## src/rtl/err_evt_pkg.sv

```systemverilog
// Shared types for the error-event arbiter: source ids and the pending-slot record.
package err_evt_pkg;

  localparam int unsigned NUM_SRC     = 3;
  localparam int unsigned POS_W       = 8;
  // Slot address storage is sized for the widest supported ADDR_WIDTH.
  localparam int unsigned SLOT_ADDR_W = 64;

  typedef enum logic [1:0] {
    SRC_ECC = 2'd0,
    SRC_CRC = 2'd1,
    SRC_PAR = 2'd2
  } src_e;

  typedef struct packed {
    logic                   vld;
    logic [SLOT_ADDR_W-1:0] addr;
    logic [POS_W-1:0]       pos;
    logic                   sbe;
    logic                   dbe;
  } slot_t;

endpackage

```

## src/rtl/err_sat_cnt.sv

```systemverilog
// Saturating up-counter with a synchronous clear; an increment in the clear cycle still lands.
module err_sat_cnt #(
  parameter int unsigned WIDTH = 16,
  parameter int unsigned INC_W = 1
) (
  input  logic             clk,
  input  logic             rst_n,
  input  logic             clr,
  input  logic [INC_W-1:0] inc,
  output logic [WIDTH-1:0] cnt
);

  logic [WIDTH-1:0] base;
  logic [WIDTH:0]   sum;

  // Next value: clear selects a zero base, carry-out means saturate.
  always_comb begin
    base = clr ? '0 : cnt;
    sum  = {1'b0, base} + (WIDTH+1)'(inc);
  end

  // Counter register.
  always_ff @(posedge clk or negedge rst_n) begin
    if (!rst_n) begin
      cnt <= '0;
    end else begin
      cnt <= sum[WIDTH] ? '1 : sum[WIDTH-1:0];
    end
  end

endmodule

```

## src/rtl/err_event_arb.sv

```systemverilog
// Collects ECC/CRC/parity error pulses into one slot per source and emits them
// one at a time in round-robin order, with per-source and dropped-event counters.
module err_event_arb
  import err_evt_pkg::*;
#(
  parameter int unsigned CNT_WIDTH  = 16,
  parameter int unsigned ADDR_WIDTH = 32,
  parameter int unsigned DROP_WIDTH = 8
) (
  input  logic                  clk,
  input  logic                  rst_n,
  input  logic                  en,
  input  logic                  cnt_clr,
  input  logic                  ecc_evt,
  input  logic                  ecc_sbe,
  input  logic                  ecc_dbe,
  input  logic [ADDR_WIDTH-1:0] ecc_addr,
  input  logic [7:0]            ecc_pos,
  input  logic                  crc_evt,
  input  logic [ADDR_WIDTH-1:0] crc_addr,
  input  logic                  par_evt,
  input  logic [ADDR_WIDTH-1:0] par_addr,
  output logic                  out_ecc_err,
  output logic                  out_crc_err,
  output logic                  out_par_err,
  output logic                  out_ecc_sbe,
  output logic                  out_ecc_dbe,
  output logic [CNT_WIDTH-1:0]  out_ecc_cnt,
  output logic [CNT_WIDTH-1:0]  out_crc_cnt,
  output logic [CNT_WIDTH-1:0]  out_par_cnt,
  output logic [ADDR_WIDTH-1:0] out_addr,
  output logic [7:0]            out_pos,
  output logic [2:0]            pending,
  output logic [DROP_WIDTH-1:0] drop_cnt
);

  slot_t              slot_q   [NUM_SRC];
  slot_t              slot_d   [NUM_SRC];
  slot_t              new_slot [NUM_SRC];
  src_e               rr_q, rr_d;
  src_e               gnt_src;
  logic               gnt_vld;
  logic [NUM_SRC-1:0] evt, gnt, drop;
  logic [2:0]         rr_sum;
  logic [1:0]         idx;
  logic [1:0]         drop_num, drop_inc;

  // Qualified events and the slot records they would load.
  always_comb begin
    evt = {par_evt, crc_evt, ecc_evt} & {NUM_SRC{en}};
    new_slot[SRC_ECC] = '{vld: 1'b1, addr: SLOT_ADDR_W'(ecc_addr), pos: ecc_pos,
                          sbe: ecc_sbe, dbe: ecc_dbe};
    new_slot[SRC_CRC] = '{vld: 1'b1, addr: SLOT_ADDR_W'(crc_addr), pos: 8'h00,
                          sbe: 1'b0, dbe: 1'b0};
    new_slot[SRC_PAR] = '{vld: 1'b1, addr: SLOT_ADDR_W'(par_addr), pos: 8'h00,
                          sbe: 1'b0, dbe: 1'b0};
  end

  // Round-robin grant, slot capture/drop and pointer advance.
  always_comb begin
    gnt_vld = 1'b0;
    gnt_src = rr_q;
    gnt     = '0;
    rr_d    = rr_q;
    rr_sum  = '0;
    idx     = '0;
    drop    = '0;
    for (int unsigned k = 0; k < NUM_SRC; k++) begin
      rr_sum = 3'(rr_q) + 3'(k);
      idx    = (rr_sum >= 3'd3) ? 2'(rr_sum - 3'd3) : rr_sum[1:0];
      if (en && !gnt_vld && slot_q[idx].vld) begin
        gnt_vld = 1'b1;
        gnt_src = src_e'(idx);
      end
    end
    if (gnt_vld) begin
      gnt[gnt_src] = 1'b1;
      rr_d = (gnt_src == SRC_PAR) ? SRC_ECC : src_e'(2'(gnt_src) + 2'd1);
    end
    for (int unsigned i = 0; i < NUM_SRC; i++) begin
      slot_d[i] = slot_q[i];
      if (evt[i]) begin
        if (!slot_q[i].vld || gnt[i]) slot_d[i] = new_slot[i];
        else                          drop[i]   = 1'b1;
      end else if (gnt[i]) begin
        slot_d[i].vld = 1'b0;
      end
    end
    drop_num = 2'(drop[0]) + 2'(drop[1]) + 2'(drop[2]);
    drop_inc = cnt_clr ? 2'd0 : drop_num;
  end

  // Slot, pointer and emission registers.
  always_ff @(posedge clk or negedge rst_n) begin
    if (!rst_n) begin
      for (int unsigned i = 0; i < NUM_SRC; i++) slot_q[i] <= '0;
      rr_q        <= SRC_ECC;
      out_ecc_err <= 1'b0;
      out_crc_err <= 1'b0;
      out_par_err <= 1'b0;
      out_ecc_sbe <= 1'b0;
      out_ecc_dbe <= 1'b0;
      out_addr    <= '0;
      out_pos     <= '0;
    end else begin
      for (int unsigned i = 0; i < NUM_SRC; i++) slot_q[i] <= slot_d[i];
      rr_q        <= rr_d;
      out_ecc_err <= gnt[SRC_ECC];
      out_crc_err <= gnt[SRC_CRC];
      out_par_err <= gnt[SRC_PAR];
      out_ecc_sbe <= gnt[SRC_ECC] & slot_q[SRC_ECC].sbe;
      out_ecc_dbe <= gnt[SRC_ECC] & slot_q[SRC_ECC].dbe;
      if (gnt_vld) begin
        out_addr <= ADDR_WIDTH'(slot_q[gnt_src].addr);
        out_pos  <= slot_q[gnt_src].pos;
      end
    end
  end

  assign pending = {slot_q[SRC_PAR].vld, slot_q[SRC_CRC].vld, slot_q[SRC_ECC].vld};

  err_sat_cnt #(.WIDTH(CNT_WIDTH), .INC_W(1)) u_ecc_cnt (
    .clk(clk), .rst_n(rst_n), .clr(cnt_clr), .inc(evt[SRC_ECC]), .cnt(out_ecc_cnt)
  );

  err_sat_cnt #(.WIDTH(CNT_WIDTH), .INC_W(1)) u_crc_cnt (
    .clk(clk), .rst_n(rst_n), .clr(cnt_clr), .inc(evt[SRC_CRC]), .cnt(out_crc_cnt)
  );

  err_sat_cnt #(.WIDTH(CNT_WIDTH), .INC_W(1)) u_par_cnt (
    .clk(clk), .rst_n(rst_n), .clr(cnt_clr), .inc(evt[SRC_PAR]), .cnt(out_par_cnt)
  );

  err_sat_cnt #(.WIDTH(DROP_WIDTH), .INC_W(2)) u_drop_cnt (
    .clk(clk), .rst_n(rst_n), .clr(cnt_clr), .inc(drop_inc), .cnt(drop_cnt)
  );

endmodule
```

## config.mk

```make
export PLATFORM = sky130hd
export DESIGN_NAME = err_event_arb
export DESIGN_NICKNAME = d
export VERILOG_FILES = /design/src/rtl/err_evt_pkg.sv /design/src/rtl/err_sat_cnt.sv /design/src/rtl/err_event_arb.sv
export SDC_FILE = /design/constraint.sdc
export NUM_CORES = 1
export LEC_CHECK = 0
export ABC_AREA = 1
export BUFFER_PORTS_ARGS = -buffer_cell sky130_fd_sc_hd__buf_2
export CAP_MARGIN = 30
export CORE_MARGIN = 2
export CORE_UTILIZATION = 40
export CTS_CLUSTER_DIAMETER = 40
export DETAILED_ROUTE_END_ITERATION = 8
export PLACE_DENSITY = 0.69
export SLEW_MARGIN = 20
export SYNTH_ARGS = -nofsm -noshare
export SYNTH_HDL_FRONTEND = slang
export SYNTH_SLANG_ARGS = --single-unit
export TNS_END_PERCENT = 10
```

## constraint.sdc

```tcl
create_clock -name clk -period 4.9 [get_ports clk]
set_input_delay 0.735 -clock clk [delete_from_list [all_inputs] [get_ports clk]]
set_output_delay 0.735 -clock clk [all_outputs]
set_load 0.005 [all_outputs]
```

==> results.yml, run 1 <==
cts:
  clk_pin_slew_worst_paths_ns: 0.05
  postCtsSetupBuffers: 0
  cts_sinks: 212
  cts_root_buffer: "clkbuf_16"
  h-tree-depth: 2
  cts_buffer_depth: 3
  cts_made_buffers: 38
  clk_latency_ns: 0.51
  cts_tree: "built"
  ctsResizeCount: 0
  cts_hold_buf: 0
routing:
  dr.pass1.iters: 5
  wl_per_cell_um: 16.5
  drc: 0
  drt-total-wl_mm: 30.9
  drt_iter0_drc: 732
  postRouteAntennaNets: 0
  vias: 9389
  routed_via_density: 5.01
cells_and_area:
  area_delta_synth_final_pct: 24.8
  drive_above_1_share_pct: 22.6
  seqCellArea_um2: 5310
  finalInstanceArea_um2: 13000
  final_nets: 1632
  multiInputGateArea_um2: 4360
  nFillCells: 2449
worst_setup_path:
  critPathKind: "reg -> reg"
  cp.required_ns: 5.33
  start_kind: "flop"
  slowest_stage: "fa_1"
  end_kind: "flop"
  crit_chain: "inv_1, ha_1, inv_2, nand2_1, a21oi_1, nand3_2, nand3_1, nand3_1, nand2_2, buf_4, nand3_2, nand2_2, nor2_1, fa_1, inv_1, nor2_1, ha_1, inv_1, fa_1, nor2_1, nand2_1, nor4_1, nand3_1, o211ai_1"
  cp_data_arrival_time_ns: 4.93
  cp_num_buf_inv: 5
  max_stage_delay_ns: 0.51
  path_max_fanout: 15
  cp_top_family: "simple AND/OR/NAND/NOR gates"
timing:
  finalClockSkew_ns: 0.0115
  period_needed_ns: 4.50
  rsz0062_at_grt: "false"
  fmax_mhz: 222
  hold_viol: 0
  drv_slew: 0
  fin_crit_sh_pct: 91.8
  timing.max_slew.rel_slack_pct: 40.8
  worst_slew_pin_slew_ns: 0.888
  setup_viol: 0
  finalSetupTns_ns: 0
yosys:
  synthTopCellsByArea: "dfrtp_1, nand2_1, nand3_1, nor2_1, inv_1"
  async_flop_share_pct: 100
  yosysWarnings: 0
  syn_area_per_cell_um2: 8.02
  ys.flop_type: "dfrtp_1"
  synthCells: 1297
  ys_ff_latch: 212
  synth_edf_count: 0
  synth_top_area_share_pct: 51.0
  syn_nets: 1423
  synth_most_common_cell: "nand2_1"
  synthTopCellsByCount: "nand2_1, dfrtp_1, nand3_1, nor2_1, inv_1"
  ys_types: 39
  syn-cell-area_um2: 10400
  seq_area_frac_synth_pct: 51.0
  synth_top_area_cell: "dfrtp_1"
placement:
  portBuffers: 216
  gp_congestion: 0.876
  dp_hpwl_mm: 20.2
  placed_area_um2: 11600
pwr:
  p_seq_share_pct: 30.4
  finalPower_mw: 8.84
  powerDensity_nw_per_um2: 680
  p_int_mw: 5.22
  switchingPower_mw: 3.62
  p_sw_share_pct: 40.9
  leakage_nw: 7.12
  irDropWorstVdd_uv: 517
  power_frac_comb_pct: 38.5
  p_clk_share_pct: 31.1
outcome:
  status: "finished, final reports clean"
floorplan:
  num_io_pins: 217
  core_area_um2: 25800
  die_y_um: 165
  dieArea_um2: 27300
  row_count: 59
  start_util_pct: 40.4
  dieWidth_um: 165
worst_hold_path:
  hold_path_class: "in -> async"
run:
  drv_cap: 0
grt:
  grt_pass1_vias: 9381
  antenna_found_initial: 9
  grt_util_all_layers_pct: 23.1
  grt_pass1_wl_mm: 49.4
  grt_max_degree: 114
  grt-ovfl-total: 0
[cells by family (layout without fill, tap and decap cells)]
group,Yosys count,after routing,synth area share [%]
AO/OA/AOI/OAI,62,62,3.78
flip-flops,212,212,51.0
XOR/XNOR,10,10,0.842
other,0,5,0
adder cells (fa/ha/maj),13,13,1.71
buffers and inverters,153,390,7.20
AND/OR/NAND/NOR,847,847,35.5
[routing by layer]
layer / part of all wire, % / vias up / global-route usage [%] / wire length [um]
li1: - / 4546 / - / -
met1: 43 / 4433 / 30.1 / 13300
met2: 45 / 345 / 36.8 / 13800
met3: 10 / 57 / 8.37 / 3240
met4: 1.7 / 8 / 5.68 / 510
met5: 0.16 / - / 0 / 50
[area by class of cell]
type / count / area share [%]
Antenna cell: 5 / 0.0963
Clock buffer: 45 / 7.68
Clock inverter: 23 / 2.54
Inverter: 91 / 2.64
Multi-Input combinational cell: 932 / 33.6
Sequential cell: 212 / 40.9
Tap cell: 335 / 3.23
Timing Repair Buffer: 231 / 9.39
[sequential cells by signal, summed over array words and instances (netlist names)]
signal,count
out_addr,32
out_par_err,1
u_crc_cnt.cnt,16
rr_q,2
u_ecc_cnt.cnt,16
out_pos,8
out_crc_err,1
pending,3
out_ecc_sbe,1
out_ecc_err,1
out_ecc_dbe,1
u_drop_cnt.cnt,8
slot_q,106
u_par_cnt.cnt,16
[stage by stage]
step / worst slack (ns) / hold WS [ns] / util, % / std cells
2_1_floorplan: 0.771 / 0.436 / - / 1297
3_3_place_gp: 0.570 / 0.453 / 45.2 / 1800
3_5_place_dp: 0.480 / 0.457 / 45.2 / 1800
4_1_cts: 0.440 / 0.334 / 50.3 / 1868
5_1_grt: 0.00404 / 0.341 / 50.4 / 1871
6_report: 0.403 / 0.263 / 50.4 / 1874
[layout by cell type (no fill, tap or decap), types with 13 or more instances in the layout]
cell type and count:
nor2_1 87, nand3_1 168, o21ai_0 19, clkbuf_16 38, buf_4 13, inv_1 80
buf_2 215, nand2_1 518, dfrtp_1 212
[power groups by stage]
| stage | sequential, mW | clock, mW | combinational (mW) |
|---|---|---|---|
| after floorplan | 2.64 | 0 | 2.48 |
| after global placement | 2.69 | 0 | 3.33 |
| after detailed placement | 2.70 | 0 | 3.41 |
| after CTS | 2.69 | 2.80 | 3.42 |
| after global routing | 2.75 | 2.89 | 3.88 |
| final | 2.69 | 2.75 | 3.40 |
[path summary, 6_finish.rpt]
path	from	to	slack, ns	depth (start not counted)
max	rr_q[0]$_DFFE_PN0P_	u_drop_cnt.cnt[4]$_DFF_PN0_	0.40	24
min	rst_n	out_addr[7]$_DFFE_PN0P_	0.26	1
max reg2reg	rr_q[0]$_DFFE_PN0P_	u_drop_cnt.cnt[4]$_DFF_PN0_	0.40	24
min reg2reg	slot_q[185]$_DFFE_PN0P_	slot_q[185]$_DFFE_PN0P_	0.46	2
max in group asynchronous	rst_n	u_crc_cnt.cnt[2]$_DFF_PN0_	3.58	2
min in group clk	ecc_addr[3]	slot_q[163]$_DFFE_PN0P_	0.45	3
No activity file was read; power rests on OpenSTA's default activity.
==> inputs of run 2 (changes only) <==
--- a/config.mk
+++ b/config.mk
@@ -8,7 +8,7 @@
 export ABC_AREA = 1
 export BUFFER_PORTS_ARGS = -buffer_cell sky130_fd_sc_hd__buf_2
 export CAP_MARGIN = 30
-export CORE_MARGIN = 2
+export CORE_MARGIN = 1
 export CORE_UTILIZATION = 40
 export CTS_CLUSTER_DIAMETER = 40
 export DETAILED_ROUTE_END_ITERATION = 8
==> run 2 against run 1 <==
Sequential share of layout area increased by 0.63 points. Non-clock buffer count stayed put. Worst hold slack got worse by 0.043 ns. Routed wire length shrank 0.94%. Sequential power barely moved. Fmax rose by 0.48%. Critical path type unchanged. Setup slack improved by 0.022 ns. Combinational power hardly changed. Register-to-register slack better by 0.02 ns. First-iteration DRC count increased by 3.0%. Largest cell class unchanged. Total power fell by 3.9%.
==> results.yml, run 2 (same netlist as run 1, synthesis figures left out) <==
worst_setup_path:
  end_kind: "flop"
  slowest_stage: "fa_1"
  start_kind: "flop"
  r2r_end: "u_drop_cnt.cnt[4]$_DFF_PN0_"
  max_stage_delay_ns: 0.54
  crit_chain: "inv_1, ha_1, inv_2, nand2_1, a21oi_1, nand3_2, nand3_1, nand3_1, nand2_2, nand3_2, nand2_4, nor2_1, fa_1, inv_1, nor2_1, ha_1, inv_1, fa_1, nor2_1, nand2_1, nor4_1, nand3_1, buf_4, o211ai_1"
  path_max_fanout: 16
  cp_data_arrival_time_ns: 4.90
  r2r_cells: 24
  r2r-start: "rr_q[0]$_DFFE_PN0P_"
  critPathKind: "reg -> reg"
  r2r_slack_ns: 0.42
  cp.required_ns: 5.32
  cp_num_buf_inv: 5
  startpoint: "rr_q[0]$_DFFE_PN0P_"
  path_depth: 24
  cp_top_family: "simple AND/OR/NAND/NOR gates"
floorplan:
  dieArea_um2: 26700
  dieWidth_um: 163
  row_count: 58
  core_area_um2: 25300
  num_io_pins: 217
  die_y_um: 163
  start_util_pct: 41.1
routing:
  drt-total-wl_mm: 30.6
  postRouteAntennaNets: 0
  dr.pass1.iters: 5
  drc: 0
  vias: 9417
  routed_via_density: 5.06
  wl_per_cell_um: 16.5
  drt_iter0_drc: 754
placement:
  gp_congestion: 0.834
  dp.cells: 1794
  dp_hpwl_mm: 20.0
  portBuffers: 216
cts:
  h-tree-depth: 2
  cts_tree: "built"
  clk_pin_slew_worst_paths_ns: 0.05
  clk_latency_ns: 0.50
  cts_sinks: 212
  cts_root_buffer: "clkbuf_16"
  cts_hold_buf: 0
  cts_buffer_depth: 3
  cts_made_buffers: 35
timing:
  finalSetupTns_ns: 0
  setup_viol: 0
  fmax_mhz: 223
  fin_crit_sh_pct: 91.3
  hold_viol: 0
  timing.max_slew.rel_slack_pct: 47.4
  worst_slew_pin_slew_ns: 0.787
  drv_slew: 0
  period_needed_ns: 4.48
  finalClockSkew_ns: 0.0147
  rsz0062_at_grt: "false"
grt:
  grt_pass1_wl_mm: 49.1
  grt_max_degree: 120
  grt-ovfl-total: 0
  grt_util_all_layers_pct: 23.5
  grt_pass1_vias: 9439
  antenna_found_initial: 5
worst_hold_path:
  hold_path_class: "in -> async"
cells_and_area:
  top_regs: "slot_q x106, out_addr x32"
  largest_reg_flops: 106
  area_delta_synth_final_pct: 22.9
  nFillCells: 2439
  final_nets: 1629
  top_register: "slot_q"
  final_common_cell: "nand2_1"
  drive_above_1_share_pct: 22.3
  most-common-layout-cells: "nand2_1, buf_2, dfrtp_1, nand3_1, nor2_1"
  fin_cells: 1860
pwr:
  irDropWorstVdd_uv: 442
  leakage_nw: 7.03
  powerDensity_nw_per_um2: 664
outcome:
  status: "finished, final reports clean"
run:
  drv_cap: 0
[run 2: changes by cell type in the layout (fill, tap and decap cells not counted), sizes merged]
cell    change
bufinv      -4
clkbuf      -2
clkinv      -1
diode       -3
inv         +1
[run 2: where the power goes]
group	switching [mW]	leakage (nW)	internal (mW)
clock network	0.884	0.556	1.53
logic	2.38	3.73	1.01
registers	0.329	2.74	2.36
total	3.59	7.03	4.90
[run 2: worst max path at each step]
stage                                  endpoint  slack [ns]
global route        u_drop_cnt.cnt[4]$_DFF_PN0_        0.09
global placement    u_drop_cnt.cnt[4]$_DFF_PN0_        0.47
detailed placement  u_drop_cnt.cnt[4]$_DFF_PN0_        0.35
finish              u_drop_cnt.cnt[4]$_DFF_PN0_        0.42
CTS                 u_drop_cnt.cnt[4]$_DFF_PN0_        0.33
floorplan           u_drop_cnt.cnt[4]$_DFF_PN0_        0.77
[run 2: area by class of cell]
class	count	area, um2	share of cell area [%]
Inverter	91	343	2.68
Tap cell	330	413	3.23
Multi-Input combinational cell	932	4360	34.1
Timing Repair Buffer	231	1220	9.54
Sequential cell	212	5310	41.5
Clock inverter	19	208	1.62
Antenna cell	2	5.00	0.0391
Clock buffer	43	936	7.32
[run 2: through the flow]
stage	setup slack (ns)	hold WS [ns]	instance area [um2]	power, mW	utilization [%]
after floorplan	0.771	0.436	10400	5.12	-
after global placement	0.468	0.449	11600	5.99	45.9
after detailed placement	0.353	0.455	11600	6.08	45.9
after CTS	0.326	0.272	12800	8.54	50.4
after global routing	0.0909	0.280	12800	9.13	50.5
final	0.425	0.221	12800	8.49	50.5
[run 2: repair_timing]
| item | 4_1_cts | 5_1_grt |
|---|---|---|
| gates resized for setup | 0 | 0 |
| hold endpoints to repair | 0 | 0 |
| setup buffers | 0 | 1 |
| endpoints found under the setup margin | 0 | 5 |
[run 2: layer usage]
metal  wire (um)  global-route usage [%]  share of wire, %
met5          39                       0              0.13
met4         478                    5.90               1.6
met3        2660                    7.19               8.7
met2       14000                    38.5                46
met1       13400                    30.2                44
==> inputs of run 3 (changes only) <==
==> constraint.sdc (replaced) <==
create_clock -name clk -period 4.3 [get_ports clk]
set_input_delay 0.645 -clock clk [delete_from_list [all_inputs] [get_ports clk]]
set_output_delay 0.645 -clock clk [all_outputs]
set_load 0.005 [all_outputs]
==> run 3 against run 2 <==
Setup slack got worse by 0.096 ns. Largest power group unchanged. Sequential power rose by 13%. Non-clock buffer count rose by 9. Worst hold slack got worse by 0.0094 ns. Global-route usage fell by 0.35 points. Largest cell class unchanged.
==> results.yml, run 3 (same netlist as run 1, synthesis figures left out) <==
outcome:
  status: "finished, final reports clean"
timing:
  timing.max_slew.rel_slack_pct: 43.4
  setup_viol: 0
  period_needed_ns: 3.97
  finalClockSkew_ns: 0.0162
  fin_crit_sh_pct: 92.3
  hold_viol: 0
  worst_slew_pin_slew_ns: 0.849
  fin_hold_ws_ns: 0.211
  fmax_mhz: 252
  drv_slew: 0
  rsz0062_at_grt: "false"
worst_setup_path:
  start_kind: "flop"
  max_stage_delay_ns: 0.53
  critPathKind: "reg -> reg"
  path_max_fanout: 5
  cp_data_arrival_time_ns: 4.40
  slowest_stage: "fa_1"
  end_kind: "flop"
  cp_num_buf_inv: 6
  cp.required_ns: 4.73
  cp_top_family: "simple AND/OR/NAND/NOR gates"
cts:
  cts_made_buffers: 37
  clk_pin_slew_worst_paths_ns: 0.06
  cts_tree: "built"
  cts_root_buffer: "clkbuf_16"
  cts_sinks: 212
  clk_latency_ns: 0.51
  h-tree-depth: 2
  cts_buffer_depth: 3
floorplan:
  dieWidth_um: 163
  core_area_um2: 25300
  start_util_pct: 41.1
  die_y_um: 163
  row_count: 58
  num_io_pins: 217
  dieArea_um2: 26700
grt:
  antenna_found_initial: 6
  grt-ovfl-total: 0
  grt_pass1_vias: 9189
  grt_pass1_wl_mm: 48.3
  grt_max_degree: 113
  grt_util_all_layers_pct: 23.2
placement:
  gp_congestion: 0.863
  placed_area_um2: 11700
  portBuffers: 216
  dp_hpwl_mm: 20.1
  dp.cells: 1800
worst_hold_path:
  hold_path_class: "in -> async"
cells_and_area:
  final_common_cell: "nand2_1"
  seqCellArea_um2: 5310
  top_register: "slot_q"
  fin_cells: 1872
  final_nets: 1640
  largest_reg_flops: 106
  multiInputGateArea_um2: 4430
  drive_above_1_share_pct: 23.5
  finalInstanceArea_um2: 13000
  nFillCells: 2460
  top_regs: "slot_q x106, out_addr x32"
  most-common-layout-cells: "nand2_1, buf_2, dfrtp_1, nand3_1, nor2_1"
  area_delta_synth_final_pct: 24.6
routing:
  drc: 0
  routed_via_density: 4.99
  vias: 9347
  postRouteAntennaNets: 0
  drt_iter0_drc: 704
  drt-total-wl_mm: 30.4
  wl_per_cell_um: 16.3
  dr.pass1.iters: 5
run:
  drv_cap: 0
pwr:
  powerDensity_nw_per_um2: 759
  leakage_nw: 7.10
  finalPower_mw: 9.84
  irDropWorstVdd_uv: 526
-- run 3: area by class of cell --
type	count	share of cell area (%)
Sequential cell	212	40.9
Clock inverter	22	1.76
Multi-Input combinational cell	932	34.1
Inverter	91	2.64
Timing Repair Buffer	240	10.0
Antenna cell	1	0.0193
Clock buffer	44	7.34
Tap cell	330	3.18
-- run 3: stage by stage --
step	setup WS, ns	setup TNS, ns	util (%)
after floorplan	0.200	0	-
after global placement	0.0422	0	46.1
after detailed placement	-0.109	-0.525	46.1
after CTS	0.103	0	50.8
after global routing	0.0126	0	51.2
final	0.329	0	51.2
-- run 3: repair_timing --
| action | CTS | global route |
|---|---|---|
| resized for setup | 1 | 14 |
| pin swaps | 1 | 3 |
| buffers inserted | 2 | 3 |
| hold buffers | 0 | 0 |
| setup endpoints to repair | 7 | 8 |
-- run 3: power breakdown --
group          internal, mW  switching (mW)
sequential             2.69           0.362
combinational          1.27            2.74
clock                  1.74            1.05
total                  5.69            4.15
-- run 3: routing by layer --
metal  share of wire, %  vias to the layer above  track usage [%]
li1                   -                     4562                -
met1                 43                     4377             30.6
met2                 46                      348             37.6
met3                8.9                       50             6.60
met4                1.4                       10             5.18
met5               0.23                        -                0
-- run 3: path summary, 6_finish.rpt --
path,depth (start not counted),start,to,slack (ns)
max in group asynchronous,2,rst_n,u_crc_cnt.cnt[9]$_DFF_PN0_,2.93
hold reg to reg,2,slot_q[154]$_DFFE_PN0P_,out_pos[2]$_DFFE_PN0P_,0.45
setup reg to reg,25,rr_q[0]$_DFFE_PN0P_,u_drop_cnt.cnt[4]$_DFF_PN0_,0.33
hold / removal,1,rst_n,out_addr[7]$_DFFE_PN0P_,0.21
setup / recovery,25,rr_q[0]$_DFFE_PN0P_,u_drop_cnt.cnt[4]$_DFF_PN0_,0.33
min in group clk,3,ecc_pos[7],slot_q[159]$_DFFE_PN0P_,0.36
